File: config.mk
export PLATFORM = sky130hd
export DESIGN_NAME = decode_queue_flat
export DESIGN_NICKNAME = d
export VERILOG_FILES = /design/src/rtl/decode_queue_if.sv /design/src/rtl/decode_queue.sv /design/src/flat_wrapper.sv
export SDC_FILE = /design/constraint.sdc
export NUM_CORES = 1
export LEC_CHECK = 0
export CAP_MARGIN = 20
export CORE_MARGIN = 5
export CORE_UTILIZATION = 55
export CTS_CLUSTER_DIAMETER = 50
export CTS_CLUSTER_SIZE = 24
export DETAILED_ROUTE_END_ITERATION = 6
export PLACE_DENSITY = 0.84
export SYNTH_ARGS = -nofsm -noshare
export SYNTH_HDL_FRONTEND = slang
export SYNTH_SLANG_ARGS = --single-unit
File: constraint.sdc
create_clock -name clk -period 8.67 [get_ports clk]
set_input_delay 1.734 -clock clk [delete_from_list [all_inputs] [get_ports clk]]
set_output_delay 1.734 -clock clk [all_outputs]
set_load 0.005 [all_outputs]
File: src/rtl/decode_queue_if.sv
// RV32I control-word package and decode queue handshake interface.
// Opcode constants and the control word shared by decode and execute.
package rv32i_pkg;

  localparam logic [6:0] OP_LUI   = 7'b0110111;
  localparam logic [6:0] OP_AUIPC = 7'b0010111;
  localparam logic [6:0] OP_JAL   = 7'b1101111;
  localparam logic [6:0] OP_JALR  = 7'b1100111;
  localparam logic [6:0] OP_BR    = 7'b1100011;
  localparam logic [6:0] OP_LOAD  = 7'b0000011;
  localparam logic [6:0] OP_STORE = 7'b0100011;
  localparam logic [6:0] OP_IMM   = 7'b0010011;
  localparam logic [6:0] OP_REG   = 7'b0110011;

  typedef enum logic [2:0] {
    alu_add, alu_sll, alu_sra, alu_sub,
    alu_xor, alu_srl, alu_or, alu_and
  } alu_ops;

  typedef enum logic [3:0] {
    rf_alu_out, rf_br_en, rf_u_imm, rf_lw,
    rf_pc_plus4, rf_lb, rf_lbu, rf_lh, rf_lhu
  } rf_sel_t;

  typedef enum logic [2:0] {
    a2_i_imm, a2_u_imm, a2_b_imm,
    a2_s_imm, a2_j_imm, a2_rs2
  } alu2_sel_t;

  typedef struct packed {
    logic [31:0] pc;
    logic [6:0]  opcode;
    logic [2:0]  funct3;
    logic [6:0]  funct7;
    logic [4:0]  rd;
    logic [4:0]  rs1;
    logic [4:0]  rs2;
    logic [31:0] i_imm;
    logic [31:0] s_imm;
    logic [31:0] b_imm;
    logic [31:0] u_imm;
    logic [31:0] j_imm;
    alu_ops      aluop;
    logic [2:0]  cmpop;
    logic        alumux1_sel;
    alu2_sel_t   alumux2_sel;
    logic        cmpmux_sel;
    rf_sel_t     regfilemux_sel;
    logic        load_regfile;
    logic        mem_read;
    logic        mem_write;
    logic        allow_br;
    logic        allow_jmp;
    logic [3:0]  mem_byte_enable;
  } rv32i_control_word;

endpackage

interface decode_queue_if
  import rv32i_pkg::*;
#(
  parameter int DEPTH = 4
) ();

  logic                   flush;
  logic                   in_valid;
  logic                   in_ready;
  logic [31:0]            in_instr;
  logic [31:0]            in_pc;
  logic                   out_valid;
  logic                   out_ready;
  rv32i_control_word      out_ctrl;
  logic                   out_illegal;
  logic                   out_muldiv;
  logic [$clog2(DEPTH):0] count;

  modport master (
    output flush, in_valid, in_instr, in_pc, out_ready,
    input  in_ready, out_valid, out_ctrl,
    input  out_illegal, out_muldiv, count
  );

  modport slave (
    input  flush, in_valid, in_instr, in_pc, out_ready,
    output in_ready, out_valid, out_ctrl,
    output out_illegal, out_muldiv, count
  );

endinterface

File: src/rtl/decode_queue.sv
// Decode queue: decodes RV32I words on push, holds DEPTH entries.
// Define RV32M_EN to accept M-extension op_reg encodings.
module decode_queue
  import rv32i_pkg::*;
#(
  parameter int          DEPTH    = 4,
  parameter logic [31:0] IDLE_NOP = 32'h00000013
) (
  input logic           clk,
  input logic           rst,
  decode_queue_if.slave bus
);

  localparam int AW = $clog2(DEPTH);
  localparam int CW = AW + 1;
  localparam logic [CW-1:0] FULL = CW'(DEPTH);

  typedef struct packed {
    rv32i_control_word ctrl;
    logic              illegal;
`ifdef RV32M_EN
    logic              muldiv;
`endif
  } entry_t;

  function automatic entry_t decode(
    input logic [31:0] ir,
    input logic [31:0] pc
  );
    entry_t     e;
    logic [2:0] f3;
    logic [6:0] f7;
    logic       ill;
    logic       md;
    e  = '0;
    f3 = ir[14:12];
    f7 = ir[31:25];
    ill = 1'b0;
    md  = 1'b0;
    e.ctrl.pc     = pc;
    e.ctrl.opcode = ir[6:0];
    e.ctrl.funct3 = f3;
    e.ctrl.funct7 = f7;
    e.ctrl.rd     = ir[11:7];
    e.ctrl.rs1    = ir[19:15];
    e.ctrl.rs2    = ir[24:20];
    e.ctrl.i_imm  = {{21{ir[31]}}, ir[30:20]};
    e.ctrl.s_imm  = {{21{ir[31]}}, ir[30:25], ir[11:7]};
    e.ctrl.b_imm  = {{20{ir[31]}}, ir[7], ir[30:25],
                     ir[11:8], 1'b0};
    e.ctrl.u_imm  = {ir[31:12], 12'h000};
    e.ctrl.j_imm  = {{12{ir[31]}}, ir[19:12], ir[20],
                     ir[30:21], 1'b0};
    e.ctrl.aluop          = alu_add;
    e.ctrl.cmpop          = f3;
    e.ctrl.alumux2_sel    = a2_i_imm;
    e.ctrl.regfilemux_sel = rf_alu_out;
    unique case (1'b1)
      (ir[6:0] == OP_LUI): begin
        e.ctrl.load_regfile   = 1'b1;
        e.ctrl.regfilemux_sel = rf_u_imm;
      end
      (ir[6:0] == OP_AUIPC): begin
        e.ctrl.load_regfile = 1'b1;
        e.ctrl.alumux1_sel  = 1'b1;
        e.ctrl.alumux2_sel  = a2_u_imm;
      end
      (ir[6:0] == OP_JAL): begin
        e.ctrl.load_regfile   = 1'b1;
        e.ctrl.allow_jmp      = 1'b1;
        e.ctrl.alumux1_sel    = 1'b1;
        e.ctrl.alumux2_sel    = a2_j_imm;
        e.ctrl.regfilemux_sel = rf_pc_plus4;
      end
      (ir[6:0] == OP_JALR): begin
        e.ctrl.load_regfile   = 1'b1;
        e.ctrl.allow_jmp      = 1'b1;
        e.ctrl.regfilemux_sel = rf_pc_plus4;
      end
      (ir[6:0] == OP_BR): begin
        e.ctrl.allow_br    = 1'b1;
        e.ctrl.alumux1_sel = 1'b1;
        e.ctrl.alumux2_sel = a2_b_imm;
        ill = (f3 == 3'b010) || (f3 == 3'b011);
      end
      (ir[6:0] == OP_LOAD): begin
        e.ctrl.load_regfile = 1'b1;
        e.ctrl.mem_read     = 1'b1;
        unique case (f3)
          3'b000:  e.ctrl.regfilemux_sel = rf_lb;
          3'b001:  e.ctrl.regfilemux_sel = rf_lh;
          3'b010:  e.ctrl.regfilemux_sel = rf_lw;
          3'b100:  e.ctrl.regfilemux_sel = rf_lbu;
          3'b101:  e.ctrl.regfilemux_sel = rf_lhu;
          default: ill = 1'b1;
        endcase
      end
      (ir[6:0] == OP_STORE): begin
        e.ctrl.mem_write   = 1'b1;
        e.ctrl.alumux2_sel = a2_s_imm;
        unique case (f3)
          3'b000:  e.ctrl.mem_byte_enable = 4'b0001;
          3'b001:  e.ctrl.mem_byte_enable = 4'b0011;
          3'b010:  e.ctrl.mem_byte_enable = 4'b1111;
          default: ill = 1'b1;
        endcase
      end
      (ir[6:0] == OP_IMM): begin
        e.ctrl.load_regfile = 1'b1;
        e.ctrl.cmpmux_sel   = 1'b1;
        unique case (f3)
          3'b010: begin
            e.ctrl.cmpop          = 3'b100;
            e.ctrl.regfilemux_sel = rf_br_en;
          end
          3'b011: begin
            e.ctrl.cmpop          = 3'b110;
            e.ctrl.regfilemux_sel = rf_br_en;
          end
          3'b001: begin
            e.ctrl.aluop = alu_sll;
            ill = (f7 != 7'h00);
          end
          3'b101: begin
            e.ctrl.aluop = f7[5] ? alu_sra : alu_srl;
            ill = (f7 != 7'h00) && (f7 != 7'h20);
          end
          default: e.ctrl.aluop = alu_ops'(f3);
        endcase
      end
      (ir[6:0] == OP_REG): begin
        e.ctrl.load_regfile = 1'b1;
        e.ctrl.alumux2_sel  = a2_rs2;
`ifdef RV32M_EN
        md = (f7 == 7'b0000001);
`endif
        if (!md) begin
          // sub/sra are the only funct7=0100000 encodings
          ill = ((f7 != 7'h00) && (f7 != 7'h20)) ||
                ((f7 == 7'h20) && (f3 != 3'b000) &&
                 (f3 != 3'b101));
          unique case (f3)
            3'b000: e.ctrl.aluop = f7[5] ? alu_sub : alu_add;
            3'b101: e.ctrl.aluop = f7[5] ? alu_sra : alu_srl;
            3'b010: begin
              e.ctrl.cmpop          = 3'b100;
              e.ctrl.regfilemux_sel = rf_br_en;
            end
            3'b011: begin
              e.ctrl.cmpop          = 3'b110;
              e.ctrl.regfilemux_sel = rf_br_en;
            end
            default: e.ctrl.aluop = alu_ops'(f3);
          endcase
        end
      end
      default: ill = 1'b1;
    endcase
    if (ill) begin
      e.ctrl.load_regfile = 1'b0;
      e.ctrl.mem_read     = 1'b0;
      e.ctrl.mem_write    = 1'b0;
      e.ctrl.allow_br     = 1'b0;
      e.ctrl.allow_jmp    = 1'b0;
      md = 1'b0;
    end
    e.illegal = ill;
`ifdef RV32M_EN
    e.muldiv = md;
`endif
    return e;
  endfunction

  logic [AW-1:0] head;
  logic [AW-1:0] tail;
  logic [CW-1:0] count_q;
  entry_t        mem [DEPTH];
  entry_t        dec_in;
  entry_t        idle;
  entry_t        head_e;
  logic          push;
  logic          pop;

  assign bus.in_ready  = (count_q < FULL);
  assign bus.out_valid = (count_q != '0);
  assign bus.count     = count_q;

  assign push = bus.in_valid && bus.in_ready && !bus.flush;
  assign pop  = bus.out_valid && bus.out_ready && !bus.flush;

  assign dec_in = decode(bus.in_instr, bus.in_pc);

  always_comb begin
    idle = decode(IDLE_NOP, 32'h0);
    idle.ctrl.load_regfile = 1'b0;
    idle.illegal = 1'b0;
`ifdef RV32M_EN
    idle.muldiv = 1'b0;
`endif
  end

  assign head_e = bus.out_valid ? mem[head] : idle;

  assign bus.out_ctrl    = head_e.ctrl;
  assign bus.out_illegal = head_e.illegal;
`ifdef RV32M_EN
  assign bus.out_muldiv  = head_e.muldiv;
`else
  assign bus.out_muldiv  = 1'b0;
`endif

  always_ff @(posedge clk or posedge rst) begin
    if (rst) begin
      head    <= '0;
      tail    <= '0;
      count_q <= '0;
    end else if (bus.flush) begin
      head    <= '0;
      tail    <= '0;
      count_q <= '0;
    end else begin
      if (push) tail <= tail + AW'(1);
      if (pop)  head <= head + AW'(1);
      count_q <= count_q + CW'(push) - CW'(pop);
    end
  end

  always_ff @(posedge clk) begin
    if (push) mem[tail] <= dec_in;
  end

endmodule

File: src/flat_wrapper.sv
// flat-port wrapper written by rule: the top's interface ports become plain ports
module decode_queue_flat import rv32i_pkg::*;
#(
  parameter int          DEPTH    = 4,
  parameter logic [31:0] IDLE_NOP = 32'h00000013
)
  (clk, rst, bus_flush, bus_in_valid, bus_in_instr, bus_in_pc, bus_out_ready, bus_in_ready, bus_out_valid, bus_out_ctrl, bus_out_illegal, bus_out_muldiv, bus_count);
  decode_queue_if #(.DEPTH(DEPTH)) bus_i ();
  input logic clk;
  input logic rst;
  input wire logic [$bits(bus_i.flush)-1:0] bus_flush;
  input wire logic [$bits(bus_i.in_valid)-1:0] bus_in_valid;
  input wire logic [$bits(bus_i.in_instr)-1:0] bus_in_instr;
  input wire logic [$bits(bus_i.in_pc)-1:0] bus_in_pc;
  input wire logic [$bits(bus_i.out_ready)-1:0] bus_out_ready;
  output wire logic [$bits(bus_i.in_ready)-1:0] bus_in_ready;
  output wire logic [$bits(bus_i.out_valid)-1:0] bus_out_valid;
  output wire logic [$bits(bus_i.out_ctrl)-1:0] bus_out_ctrl;
  output wire logic [$bits(bus_i.out_illegal)-1:0] bus_out_illegal;
  output wire logic [$bits(bus_i.out_muldiv)-1:0] bus_out_muldiv;
  output wire logic [$bits(bus_i.count)-1:0] bus_count;
  assign bus_i.flush = bus_flush;
  assign bus_i.in_valid = bus_in_valid;
  assign bus_i.in_instr = bus_in_instr;
  assign bus_i.in_pc = bus_in_pc;
  assign bus_i.out_ready = bus_out_ready;
  assign bus_in_ready = bus_i.in_ready;
  assign bus_out_valid = bus_i.out_valid;
  assign bus_out_ctrl = bus_i.out_ctrl;
  assign bus_out_illegal = bus_i.out_illegal;
  assign bus_out_muldiv = bus_i.out_muldiv;
  assign bus_count = bus_i.count;
  decode_queue #(.DEPTH(DEPTH), .IDLE_NOP(IDLE_NOP)) u_core (.clk(clk), .rst(rst), .bus(bus_i));
endmodule
==> impl_summary.log, run 1 <==
[metrics] outcome: finished clean
[metrics] final weighted congestion in routability-driven placement: 0.763
[metrics] final setup violation count: 0
[metrics] dominant combinational cell family by area after synthesis: multiplexers
[metrics] critical path start-end classification: reg2out
[metrics] biggest cell delay along the critical path: about 0.57 ns
[metrics] port buffer count: around 300
[metrics] CTS sink cnt: ~360
[metrics] filler cell count in the final layout: roughly 1800
[metrics] maximum clock insertion buffer count: 3
[metrics] area added between synthesis and finish: 22.3%
[metrics] largest net degree at the start of global routing: between 70 and 80
[metrics] top post-synthesis cells by area: sky130_fd_sc_hd__edfxtp_1 68%, sky130_fd_sc_hd__mux4_2 13%, sky130_fd_sc_hd__buf_4 7.9%
[metrics] dominant cell by count in the synthesized netlist: sky130_fd_sc_hd__edfxtp_1
[metrics] Horiz. Die Dim: 178 um
[metrics] most area-hungry cell type in the Yosys netlist: sky130_fd_sc_hd__edfxtp_1
[metrics] Top FF cell, synth: sky130_fd_sc_hd__edfxtp_1
[metrics] post-route clock skew: 0.0189 ns
[metrics] TritonCTS clock tree: built
[metrics] hold path startpoint: u_core.tail[0]
[metrics] post-place instance area: ~18000 um2
[metrics] clock buffer count from CTS: 31
[metrics] Clock power frac: 25.9%
[metrics] IO Pins: 324
[metrics] final cell area excluding filler cells: 18900 um2
[metrics] post-synthesis sequential element count: between 300 and 400
[metrics] leading cell types by count after synthesis: 352 x sky130_fd_sc_hd__edfxtp_1, 162 x sky130_fd_sc_hd__buf_4, 90 x sky130_fd_sc_hd__and2_1
[metrics] Synth Area in Adders: less than 1%
[metrics] Int Pwr: 4020 uW
[metrics] CTS-repair resized insts: 0
[metrics] P_sw: 1570 uW
[metrics] post-synthesis cell area: around 15000 um2
[metrics] via count of the first global-routing pass: 7996
[metrics] setup repair after global routing missed its margin: no
[metrics] cell type of the slowest stage on the worst timing path: sky130_fd_sc_hd__clkdlybuf4s50_1
[metrics] Max VDD drop: around 0.21 mV
[metrics] Synth Area in Compound Gates: between 1 and 1.5%
[metrics] DPL Wire Length: between 15000 and 20000 um
[metrics] cell leakage power: 0.00604 uW
[metrics] library cell appearing most often on the critical path: sky130_fd_sc_hd__buf_4
[metrics] Critical Path Sink Type: primary output
[metrics] count of H-tree levels built during CTS: 1
[metrics] Max Cap Viol: 0
[metrics] number of optimization iterations in the first detailed-route pass: 5
[metrics] critical path launch point type: flip-flop
[metrics] count of antenna-violating nets left after detailed routing: 0
[metrics] routed length per placed instance: ~22 um
[metrics] Core Area: between 20000 and 30000 um2
[metrics] combined global-route utilization of all metal layers: between 15 and 20%
[metrics] setup tns final: 0 ns
[metrics] Initial Util: 55.7%
[metrics] launch point of the critical path: u_core.bus.count[1]
[metrics] average cell area after synthesis: approximately 18 um2
[metrics] Warnings, synthesis: 0
[metrics] final worst-path cycle share: approximately 61%
[metrics] Slew headroom: a little over a third
[metrics] first-pass GRT wire length: 47700 um
[metrics] buffer count from post-CTS setup fixing: 0
[metrics] R2R Path Start: u_core.bus.count[1]
[metrics] Netlist cell types: 47
[metrics] Post-Synthesis Cells: 861
[metrics] min-delay worst type: reg2reg
[metrics] worst path arrival time: 3.54 ns
[metrics] drt drc: 0
[metrics] top cell type's share of synthesized area: about two thirds
[metrics] Sw Share: 28.1%
[metrics] quantity of hold-fixing buffers added after cts: 0
[metrics] sequential share of power: about 37%
[metrics] number of max-slew violations in the final report: 0
[metrics] clock insertion delay at the later pin of the skew report: about 0.56 ns
[metrics] routed via count: about 7700
[metrics] Cell Pwr Density: 295 nW/um2
[metrics] portion of the post-synthesis area used by sequential elements: between 60% and 70%
[metrics] clock root buffer: sky130_fd_sc_hd__clkbuf_16
[metrics] simple logic cell fraction of the synthesized area: between 6 and 7%
[metrics] number of vias per cell after detailed routing: about 5.4
[metrics] dominant delay contributor by cell family on the critical path: buffers and inverters
[metrics] cell-by-cell trace of the critical path: nor3_1, buf_4, inv_2, buf_4, and2_2, buf_12, clkdlybuf4s50_1
[metrics] sum of overflow across all layers after global routing: 0
[metrics] transition time at the pin with the least slew margin: 0.977 ns
[metrics] final WL: 31600 um
[metrics] number of hold-slack violations in the final timing report: 0
[metrics] minimum clock period after layout: approximately 5.3 ns
[metrics] multiplexer area fraction after synthesis: about 13%
[metrics] Req. time, crit path: 6.94 ns
[metrics] fraction of synthesis flops using an asynchronous set or reset pin: roughly 1.9%
[metrics] count of flip-flops with a built-in enable after synthesis: ~350
[metrics] count of buffering cells on the critical path with inverters included: 5
[metrics] net total in the final layout: 1098
[metrics] placement row count: just over 60
[metrics] number of DRC violations after detailed-routing iteration 0: about 640
[metrics] xor/xnor cell area share of the yosys netlist: 0.453%
[metrics] fmax: 189 MHz
[metrics] Comb pwr share: 37.6%
[metrics] number of antenna violations at the first check in global routing: 1
[metrics] crit-path max FO: 66
[metrics] die extent in y: roughly 180 um
[metrics] clock edge transition at the registers on the reported setup and hold paths: ~0.070 ns
[metrics] fraction of final layout cells with drive strength greater than 1: between 15 and 20%
[metrics] total die area: roughly 32000 um2
kinds of logic (layout without fill, tap and decap cells):
group	count (synthesis)	after routing
flip-flops	359	359
buffers and inverters	212	384
AND/OR/NAND/NOR	155	155
multiplexers	88	88
AO/OA/AOI/OAI	31	31
XOR/XNOR	8	8
adder cells (fa/ha/maj)	7	7
other	1	16
worst min-delay path, delay by kind of cell, from the launching register on:
kind             cells  cell delay (ns)
XOR/XNOR             1             0.14
AND/OR/NAND/NOR      1             0.04
flip-flops           1             0.42
per-layer routing:
metal | track usage [%] | wire (um)
met4 | 4.16 | 527
met3 | 3.64 | 2460
met5 | 0 | 0
met1 | 25.2 | 11900
met2 | 35.7 | 16800
worst paths after layout:
path,endpoint,slack (ns),cells after the start
max in group asynchronous,u_core.head[0],7.01,2
min in group asynchronous,u_core.head[0],1.41,2
setup / recovery,bus_out_ctrl[173],3.39,7
hold / removal,u_core.tail[0],0.63,2
hold reg to reg,u_core.tail[0],0.63,2
setup reg to reg,u_core.bus.count[2],5.25,14
stage by stage:
stage / util [%] / std cells / hold slack [ns] / setup slack, ns / total power [uW]
4_1_cts: 68.0 / 1424 / 0.634 / 2.81 / 5660
3_5_place_dp: 63.9 / 1366 / 0.624 / 3.43 / 4210
5_1_grt: 68.1 / 1425 / 0.677 / 3.10 / 5860
3_3_place_gp: 63.9 / 1366 / 0.594 / 3.68 / 4170
6_report: 68.1 / 1426 / 0.632 / 3.39 / 5590
2_1_floorplan: - / 875 / 0.562 / 3.91 / 3340
registers in the layout (all words and copies together) (netlist names):
| name | count |
|---|---|
| u_core.bus.count | 3 |
| u_core.head | 2 |
| u_core.mem | 352 |
| u_core.tail | 2 |
power groups by stage:
stage	Combinational (uW)	Sequential (uW)	Clock, uW
after floorplan	1290	2060	0
after global placement	2090	2070	0
after detailed placement	2130	2080	0
after CTS	2140	2040	1480
after global routing	2260	2050	1560
final	2100	2040	1450
placed cells by master (no fill, tap or decap), drive strengths merged, types with 5 or more instances in the layout:
cell           instances
clkbuf                32
and2                  90
o21ai                  6
dfrtp                  7
edfxtp               352
a21oi                  7
nand2                  6
nand3b                 5
nand3                  5
nand2b                 5
clkdlybuf4s50        308
ha                     6
buf                   10
conb                  15
mux4                  88
nor2                  20
nor2b                  5
clkinv                10
inv                   22
layout make-up:
| class | count | area (um2) | share of cell area [%] |
|---|---|---|---|
| repair buffers | 318 | 3170 | 16.8 |
| multi-input cells | 304 | 3360 | 17.7 |
| well taps | 378 | 473 | 2.50 |
| clock buffers | 32 | 779 | 4.12 |
| flip-flops and latches | 359 | 10800 | 56.8 |
| diodes | 1 | 2.50 | 0.0132 |
| inverters | 8 | 30.0 | 0.159 |
| clock inverters | 26 | 354 | 1.87 |
Note: power is estimated with default switching activity, not from simulation.
==> run 2: changes to the inputs <==
Settings changed: CORE_UTILIZATION 55 to 51, PLACE_DENSITY 0.84 to 0.79.
Clock period 8.67 ns to 5.1 ns, I/O delays scaled along.
==> run 2 against run 1 <==
Final area is 0.24% higher. Die area is 7.4% higher. Wire length is 3.5% higher. Critical path type unchanged. Largest power group unchanged.
==> impl_summary.log, run 2 (synthesized netlist as in run 1, its figures left out) <==
[metrics] Req. time, crit path: just over 4 ns
[metrics] critical path launch point type: flip-flop
[metrics] Largest register FFs: around 350
[metrics] maximum clock insertion buffer count: 3
[metrics] Cell Pwr Density: about 500 nW/um2
[metrics] via count of the first global-routing pass: 8090
[metrics] cell type of the slowest stage on the worst timing path: sky130_fd_sc_hd__and2_2
[metrics] cell leakage power: 0.00604 uW
[metrics] port buffer count: between 300 and 400
[metrics] Max Cap Viol: 0
[metrics] Horiz. Die Dim: roughly 180 um
[metrics] TritonCTS clock tree: built
[metrics] filler cell count in the final layout: 2022
[metrics] CTS-repair resized insts: 0
[metrics] placement row count: 63
[metrics] clock buffer count from CTS: 31
[metrics] total die area: around 34000 um2
[metrics] number of vias per cell after detailed routing: roughly 5.4
[metrics] minimum clock period after layout: 4.23 ns
[metrics] Slew headroom: between 30% and 40%
[metrics] net total in the final layout: between 1000 and 1500
[metrics] first-pass GRT wire length: 48900 um
[metrics] DPL Wire Length: between 20000 and 25000 um
[metrics] final weighted congestion in routability-driven placement: roughly 0.73
[metrics] launch point of the critical path: u_core.bus.count[1]
[metrics] setup tns final: 0 ns
[metrics] commonest cells after routing, fill and taps aside: 352 x sky130_fd_sc_hd__edfxtp_1, 308 x sky130_fd_sc_hd__clkdlybuf4s50_1, 88 x sky130_fd_sc_hd__mux4_2, 85 x sky130_fd_sc_hd__and2_1, 31 x sky130_fd_sc_hd__clkbuf_16
[metrics] fraction of final layout cells with drive strength greater than 1: 15.8%
[metrics] largest net degree at the start of global routing: 59
[metrics] min-delay worst type: reg2reg
[metrics] hold path startpoint: u_core.tail[0]
[metrics] number of max-slew violations in the final report: 0
[metrics] number of optimization iterations in the first detailed-route pass: 5
[metrics] Largest Register: u_core.mem
[metrics] clock edge transition at the registers on the reported setup and hold paths: 0.07 ns
[metrics] transition time at the pin with the least slew margin: 0.914 ns
[metrics] final worst-path cycle share: roughly 83%
[metrics] drt drc: 0
[metrics] routed via count: approximately 8000
[metrics] R2R Path Start: u_core.bus.count[2]
[metrics] crit-path max FO: 52
[metrics] Max VDD drop: around 0.32 mV
[metrics] Critical Path Sink Type: primary output
[metrics] number of DRC violations after detailed-routing iteration 0: ~630
[metrics] fmax: roughly 240 MHz
[metrics] count of buffering cells on the critical path with inverters included: 3
[metrics] quantity of hold-fixing buffers added after cts: 0
[metrics] area used by multi-input combinational logic: around 3400 um2
[metrics] combined global-route utilization of all metal layers: between 10% and 20%
[metrics] clock insertion delay at the later pin of the skew report: around 0.56 ns
[metrics] number of antenna violations at the first check in global routing: 1
[metrics] clock root buffer: sky130_fd_sc_hd__clkbuf_16
[metrics] sum of overflow across all layers after global routing: 0
[metrics] routed length per placed instance: 22.8 um
[metrics] storage element area: ~11000 um2
[metrics] area added between synthesis and finish: 22.6%
[metrics] Initial Util: between 50 and 60%
[metrics] cell-by-cell trace of the critical path: nor3_1, inv_2, and2_2, buf_4, clkdlybuf4s50_1
[metrics] IO Pins: between 300 and 400
[metrics] number of hold-slack violations in the final timing report: 0
[metrics] buffer count from post-CTS setup fixing: 0
[metrics] post-route clock skew: 0.0345 ns
[metrics] die extent in y: between 150 and 200 um
[metrics] Core Area: 29800 um2
[metrics] outcome: finished clean
[metrics] final WL: around 33000 um
[metrics] critical path start-end classification: reg2out
[metrics] final setup violation count: 0
[metrics] Hold Slack: around 0.64 ns
[metrics] worst path arrival time: 3.21 ns
[metrics] dominant delay contributor by cell family on the critical path: buffers and inverters
[metrics] most common cell after layout, fill and taps aside: sky130_fd_sc_hd__edfxtp_1
[metrics] biggest cell delay along the critical path: about 0.73 ns
[metrics] count of antenna-violating nets left after detailed routing: 0
[metrics] setup repair after global routing missed its margin: no
[metrics] CTS sink cnt: about 360
[metrics] count of H-tree levels built during CTS: 1
## run 2: changes by cell type in the layout (fill, tap and decap cells not counted)
cell / change
sky130_fd_sc_hd__buf_12: +4
sky130_fd_sc_hd__buf_4: -4
sky130_fd_sc_hd__bufinv_16: +2
sky130_fd_sc_hd__clkbuf_1: +1
sky130_fd_sc_hd__clkinv_1: -1
sky130_fd_sc_hd__clkinv_16: -1
sky130_fd_sc_hd__clkinv_4: +4
sky130_fd_sc_hd__clkinv_8: -1
sky130_fd_sc_hd__clkinvlp_4: +2
sky130_fd_sc_hd__inv_12: -1
sky130_fd_sc_hd__inv_16: -2
sky130_fd_sc_hd__inv_6: -3
## run 2: where the power goes
group | switching, uW | total (uW) | leakage, uW | internal [uW]
Clock | 1170 | 2460 | 0.000524 | 1290
Combinational | 1400 | 3590 | 0.00225 | 2190
Sequential | 57.1 | 3450 | 0.00327 | 3390
## run 2: worst reg2reg max path, cell delays in order (launching register included)
cell and delay [ns]:
sky130_fd_sc_hd__dfrtp_1 0.41, sky130_fd_sc_hd__nor3_1 0.49, sky130_fd_sc_hd__inv_2 0.38, sky130_fd_sc_hd__buf_4 0.40, sky130_fd_sc_hd__nand2_1 0.19, sky130_fd_sc_hd__nor2_1 0.06, sky130_fd_sc_hd__ha_1 0.29, sky130_fd_sc_hd__inv_1 0.06
sky130_fd_sc_hd__ha_1 0.14, sky130_fd_sc_hd__inv_1 0.05, sky130_fd_sc_hd__fa_1 0.37, sky130_fd_sc_hd__xnor2_1 0.20, sky130_fd_sc_hd__xnor2_1 0.14, sky130_fd_sc_hd__nor2_1 0.06
## run 2: through the flow
step           worst slack [ns]  power, uW  cells  instance area [um2]  utilization (%)
2_1_floorplan              1.06       5680    875                15500                -
3_3_place_gp               1.45       7170   1379                17800             59.9
3_5_place_dp               1.34       7220   1379                17800             59.9
4_1_cts                   0.737       9680   1437                19000             63.6
5_1_grt                   0.527       9980   1438                19000             63.7
6_report                  0.867       9500   1438                19000             63.7
## run 2: final timing paths
kind | slack (ns) | cells past startpoint | end
min | 0.64 | 2 | u_core.tail[0]
max reg2reg | 1.74 | 13 | u_core.bus.count[2]
max in group asynchronous | 4.14 | 2 | u_core.head[1]
min in group asynchronous | 0.72 | 2 | u_core.head[0]
min reg2reg | 0.64 | 2 | u_core.tail[0]
max | 0.87 | 5 | bus_out_ctrl[150]
## run 2: final cells by class
type	instances	area share (%)
Tap cell	390	2.57
Clock buffer	33	4.13
Sequential cell	359	56.7
Timing Repair Buffer	318	17.0
Inverter	8	0.158
Antenna cell	1	0.0132
Clock inverter	25	1.75
Multi-Input combinational cell	304	17.7
## run 2: per-layer routing
metal  up-vias  GRT usage, %  share of wire (%)
met5         -             0                  0
met4         0          4.14                1.9
met3        44          2.76                6.8
met2       322          34.5                 53
met1      4027          23.7                 38
li1       3429             -                  -
